<file path="config.mk">
export PLATFORM = sky130hd
export DESIGN_NAME = frame_serializer
export DESIGN_NICKNAME = d
export VERILOG_FILES = /design/src/rtl/frame_serializer.sv
export SDC_FILE = /design/constraint.sdc
export NUM_CORES = 1
export LEC_CHECK = 0
export CORE_ASPECT_RATIO = 1.5
export CORE_MARGIN = 1.5
export CORE_UTILIZATION = 47
export DETAILED_ROUTE_END_ITERATION = 12
export GPL_TIMING_DRIVEN = 0
export HOLD_SLACK_MARGIN = 0.06
export PLACE_DENSITY_LB_ADDON = 0.25
export SYNTH_ARGS = -nofsm -noshare
export SYNTH_HDL_FRONTEND = slang
export SYNTH_SLANG_ARGS = --single-unit
</file>
<file path="constraint.sdc">
create_clock -name clk -period 2.64 [get_ports clk]
set_input_delay 0.528 -clock clk [delete_from_list [all_inputs] [get_ports clk]]
set_output_delay 0.528 -clock clk [all_outputs]
set_load 0.01 [all_outputs]
</file>
<file path="src/rtl/frame_serializer.sv">
// Parallel-to-serial frame unloader: captures a LENGTH-word frame and streams it
// one word per accepted beat with binary index, one-hot slot and last flag.
module frame_serializer #(
    parameter  int LENGTH = 4,
    parameter  int WIDTH  = 16,
    localparam int IDX_W  = $clog2(LENGTH)
) (
    input  logic                    clk,
    input  logic                    arst,
    input  logic                    enable,
    input  logic                    s_valid,
    output logic                    s_ready,
    input  logic [LENGTH*WIDTH-1:0] s_data,
    output logic                    m_valid,
    input  logic                    m_ready,
    output logic [WIDTH-1:0]        m_data,
    output logic [IDX_W-1:0]        m_index,
    output logic                    m_last,
    output logic [LENGTH-1:0]       slot,
    output logic                    busy
);

    typedef enum logic {
        ST_IDLE,
        ST_SEND
    } state_t;

    localparam logic [IDX_W-1:0]  LAST_IDX   = IDX_W'(LENGTH - 1);
    localparam logic [LENGTH-1:0] SLOT_FIRST = LENGTH'(1);

    state_t             r_state;
    state_t             w_next_state;
    logic [IDX_W-1:0]   r_index;
    logic [IDX_W-1:0]   w_next_index;
    logic [LENGTH-1:0]  r_slot;
    logic [LENGTH-1:0]  w_next_slot;
    logic [WIDTH-1:0]   r_buf [LENGTH];

    logic w_send;
    logic w_last;
    logic w_beat;
    logic w_load;

    assign w_send = (r_state == ST_SEND);
    assign w_last = w_send && (r_index == LAST_IDX);
    assign w_beat = w_send && enable && m_ready;

    // A new frame may enter while idle, or on the very edge the last word leaves.
    assign s_ready = !arst && (!w_send || (w_beat && w_last));
    assign w_load  = s_valid && s_ready;

    // NOTE: every combinational output gets a default first so no path can infer a latch.
    always_comb begin
        w_next_state = r_state;
        w_next_index = r_index;
        w_next_slot  = r_slot;
        if (w_load) begin
            w_next_state = ST_SEND;
            w_next_index = '0;
            w_next_slot  = SLOT_FIRST;
        end else if (w_beat) begin
            if (w_last) begin
                w_next_state = ST_IDLE;
                w_next_index = '0;
                w_next_slot  = '0;
            end else begin
                w_next_index = r_index + IDX_W'(1);
                w_next_slot  = {r_slot[LENGTH-2:0], r_slot[LENGTH-1]};
            end
        end
    end

    // NOTE: sequential state uses non-blocking assignments so all registers update together.
    always_ff @(posedge clk or posedge arst) begin
        if (arst) begin
            r_state <= ST_IDLE;
            r_index <= '0;
            r_slot  <= '0;
        end else begin
            r_state <= w_next_state;
            r_index <= w_next_index;
            r_slot  <= w_next_slot;
        end
    end

    // NOTE: the frame buffer is reset on purpose so a dropped frame never leaks onto m_data.
    always_ff @(posedge clk or posedge arst) begin
        if (arst) begin
            for (int k = 0; k < LENGTH; k++) begin
                r_buf[k] <= '0;
            end
        end else if (w_load) begin
            for (int k = 0; k < LENGTH; k++) begin
                r_buf[k] <= s_data[k*WIDTH +: WIDTH];
            end
        end
    end

    assign m_valid = w_send && enable;
    assign m_data  = r_buf[r_index];
    assign m_index = r_index;
    assign m_last  = w_last;
    assign slot    = r_slot;
    assign busy    = w_send;

    // The slot vector must track the index exactly while sending and be at most one-hot.
    slot_onehot0_a : assert property (@(posedge clk) disable iff (arst) $onehot0(r_slot));
    slot_tracks_idx_a : assert property (@(posedge clk) disable iff (arst)
        w_send |-> (r_slot == (SLOT_FIRST << r_index)));

endmodule

</file>
## After elaboration in Yosys (flattened, before gate mapping)

Cells that the tools add are included.

- Add/sub/neg operators: 1
- Order comparisons: 1
- Equal/unequal tests: 1
- Muxes and demuxes: 12
- Bitwise gates (word level): 1
- Reduce and logical (&&, ||, !) cells: 12

Operator list:

| cell | number |
|---|---|
| 16-bit binary-select mux with 2-bit select | 1 |
| 16-bit two-way mux | 2 |
| 4-bit two-way mux | 3 |
| 1-bit logical AND | 6 |
| 2-bit two-way mux | 3 |
| 2-bit nonzero test | 2 |
| 3-bit >= comparator, second input constant | 1 |
| 1-bit two-way mux | 3 |
| 2-bit NOT with 3-bit output | 1 |
| 2-bit by 1-bit adder with 2-bit output, second input constant | 1 |
| 2-bit equality test, second input constant | 1 |
| 1-bit logical NOT | 2 |
| 2-bit AND reduction | 1 |
| 1-bit logical OR | 1 |

- Bits in registers: 71
- Bits of input ports: 69
- Output and inout bits: 26

## Logic depth before layout (Yosys ltp)

- Depth after elaboration: 8
- Depth in mapped cells: 6
- Mapped depth without buffers: 4

## Worst setup path after synthesis

OpenSTA, ideal clock, no wires.

- Path kind: register to output
- From: register r_index[0] (netlist: m_index[0])
- To: output port m_data[10]
- Arrival time: 1459 ps
- Slack: 653 ps
- Stages on the path, launching flop included: 4
- Cell sequence: dfrtp_1 -> buf_4 -> buf_2 -> mux4_2

- Word-level cells in the longest chain between the ends: 4

Ends and longest elaborated chain:

| element | RTL line | source |
|---|---|---|
| from (decl) | 33 | `logic [IDX_W-1:0] r_index;` |
| from (signal assigned) | 81 | `r_index <= w_next_index;` |
| 2-bit NOT with 3-bit output (implied by the code) | 100 | `assign m_data = r_buf[r_index];` |
| 16-bit binary-select mux with 2-bit select | 100 |  |
| 16-bit two-way mux (implied by the code) (2 in series) | 100 |  |
| to (decl) | 16 | `output logic [WIDTH-1:0] m_data,` |

Every way passes these cells. The select of a mux whose other input is x is not followed.

## Worst setup path in the final report

- From: register r_index[0] (netlist: m_index[0])
- To: output port m_data[5]

The elaborated chain is that of the path after synthesis.

==> results.ini <==
[clock_network]
cts_buffers = 9
cts-htree-levels = 3
clk_pin_slew_worst_paths_ns = 0.07
cts_tree = done
ctsLongestPathBuffers = 2
cts_root_buf = clkbuf_8
cts_num_sinks = 71
worst_skew_pair.late_latency_ns = 0.35

[finish]
finalNonFillerCells = 376
area_growth_pct = 43.49
drive_above_1_share = 0.3567
num-fill-cells = 481
fin_area_sq_mm = 0.004471
multi_input_area_sq_mm = 0.001252
antenna-diode-count = 0
nNetsFinal = 365
register_area_sq_mm = 0.001777

[setup_path]
critPathKind = register to primary output
crit_arrival_ns = 2.04
cp_cell_sequence = buf_12 > buf_12 > mux4_2 > clkdlybuf4s50_1
critical_path_peak_fanout = 10
slowest_delay_ns = 0.49
cp-end-kind = primary output
crit_required_ns = 2.11
cp-start-kind = register
reg2reg_slack_ns = 0.66
path_delay_family = buffers and inverters
cpMostUsedCell = buf_12
cp_slowest_cell = mux4_2
crit_buf_inv = 3

[detailed_routing]
antenna_left = 0
vias = 2000
routed_via_density = 5.319
dr.pass1.iters = 4
drt_iter0_drc = 58
routed_wl_um = 6750
drc_errors = 0
post_drt_wl_per_cell_um = 17.95

[global_route]
grt_max_degree = 72
antenna_found_initial = 0
overflow = 0
first_global_vias = 2222
grtUsageTotal = 0.2083
grt_pass1_wl_um = 11040

[outcome]
status = complete, no violations

[place]
routabilityCongestion = 0.7193
dpl_cell_area_sq_mm = 0.004154
dp_hpwl_um = 4699
place_inst = 359
port_buffers = 94

[logic_synthesis]
synth-main-ff-cell = dfrtp_1
yosysWarnings = 0
synthMuxAreaShare = 0.3502
synth-edff-count = 0
yosys.cell_types.count = 24
synth_fa_ha_area_frac = 0.004016
synth_fp_nets = 259
syn_avg_cell_area_sq_um = 16.48
netlist_instances = 189
seq_area_frac_synth = 0.5703
synth_top_family_by_area = multiplexers
synth_area_sq_mm = 0.003115
ys_ff_latch = 71
async_reset_ff_frac = 1.000
synth-simple-area-share = 0.02651
synthXorXnorAreaFrac = 0
synth_compound_area_frac = 0.02048

[sta]
skew_ns = 0.006548
setup_tns_ns = 0
setup_viol = 0
max-slew-margin-rel = 0.4252
period_needed_ns = 2.569
fmax_ghz = 0.3893
worstMarginPinSlew_ns = 0.8622
hold_viol_final = 0
finalCritPeriodShare = 0.9731
finalMaxSlewViolations = 0
rsz0062_at_grt = yes

[power]
leakagePower_nw = 1.937
powerDensity_mw_per_mm2 = 1141
vdd_drop_max_uv = 567.8

[worst_hold_path]
hp-class = register to register

[floorplan]
dieHeight_um = 102.7
start_util = 0.4837
dieWidth_um = 69.48
core_sq_mm = 0.006441
num_rows = 36
die_area_sq_mm = 0.007136
ios = 95

[run]
cap_viol_max_count = 0

## cell usage after synthesis (2+ instances only)
library cell / number / area, sq um
buf_2: 2 / 10.01
o22ai_1: 3 / 18.77
mux2_1: 5 / 56.30
dfrtp_1: 71 / 1777
clkbuf_1: 2 / 7.510
buf_4: 6 / 45.04
and2_1: 2 / 12.51
buf_6: 2 / 22.52
mux2_2: 59 / 664.4
nand2b_1: 4 / 25.02
nand2_1: 5 / 18.77
mux4_2: 16 / 360.4
## stage by stage
step / setup slack [ns] / util / hold WS (ns) / power, mW
after floorplan: 0.3154 / - / 0.4526 / 3.069
final: 0.07099 / 0.6941 / 0.4890 / 5.100
after CTS: 0.01169 / 0.6902 / 0.4910 / 5.160
after global routing: -0.004218 / 0.6941 / 0.5071 / 5.416
after global placement: -0.9025 / 0.6445 / 0.4650 / 3.931
after detailed placement: 0.07836 / 0.6449 / 0.4741 / 3.985
## final cells by class
class	count	area share
buffer	12	0.02659
clock buffer	9	0.02771
clock inverter	7	0.03023
inverter	1	0.001399
multi-input combinational	105	0.2802
sequential	71	0.3974
tap	76	0.02127
timing repair buffer	95	0.2152
## placed cells by master, fill, tap and decap left out, drive strengths merged, types with 3 or more instances in the layout
| master | instances |
|---|---|
| clkdlybuf4s50 | 87 |
| dfrtp | 71 |
| mux2 | 64 |
| mux4 | 16 |
| clkbuf | 11 |
| buf | 11 |
| dlymetal6s2s | 6 |
| nand2 | 5 |
| nand2b | 4 |
| bufinv | 4 |
| o22ai | 3 |
| clkinv | 3 |
## path summary, 6_finish.rpt
check | from | end | cells past startpoint
min reg2reg | r_buf[4] | r_buf[4] | 1
min | r_buf[4] | r_buf[4] | 1
max | m_index[0] | m_data[5] | 4
min in group asynchronous | arst | busy | 2
max in group asynchronous | arst | r_buf[61] | 2
max reg2reg | m_index[0] | r_buf[5] | 7
## cells by family after synthesis
kind of cell    after synthesis
compound gates                8
fa+ha+maj                     1
flops                        71
buf+inv                      13
mux                          81
simple gates                 15
## metal layers
layer	track usage	vias to the layer above	wire, um
met4	0.09050	0	117
met1	0.2525	1020	2719
met5	0	-	0
met3	0.05083	10	341
li1	-	912	-
met2	0.3580	58	3572
## worst register-to-register path, cell delays in order, from the launching register on
cell     delay, ns
dfrtp_1       0.39
buf_4         0.13
ha_2          0.23
nand3_2       0.13
a21oi_4       0.26
buf_6         0.21
buf_6         0.17
mux2_1        0.33
## sequential cells by signal (all words and copies together), names as in the netlist
signal   flops
busy         1
r_buf       64
slot         4
m_index      2
## report_power, final
group,switching [mW],total [mW],internal [mW]
logic,0.720,2.11,1.39
registers,0.262,1.87,1.61
clock network,0.402,1.12,0.718
## what timing repair did
item | 4_1_cts | 5_1_grt
hold buffers | 0 | 0
pin swaps | 0 | 0
resized for setup | 9 | 10
buffers inserted | 1 | 0
setup endpoints to repair | 9 | 8
Note: power is estimated with default switching activity, not from simulation.
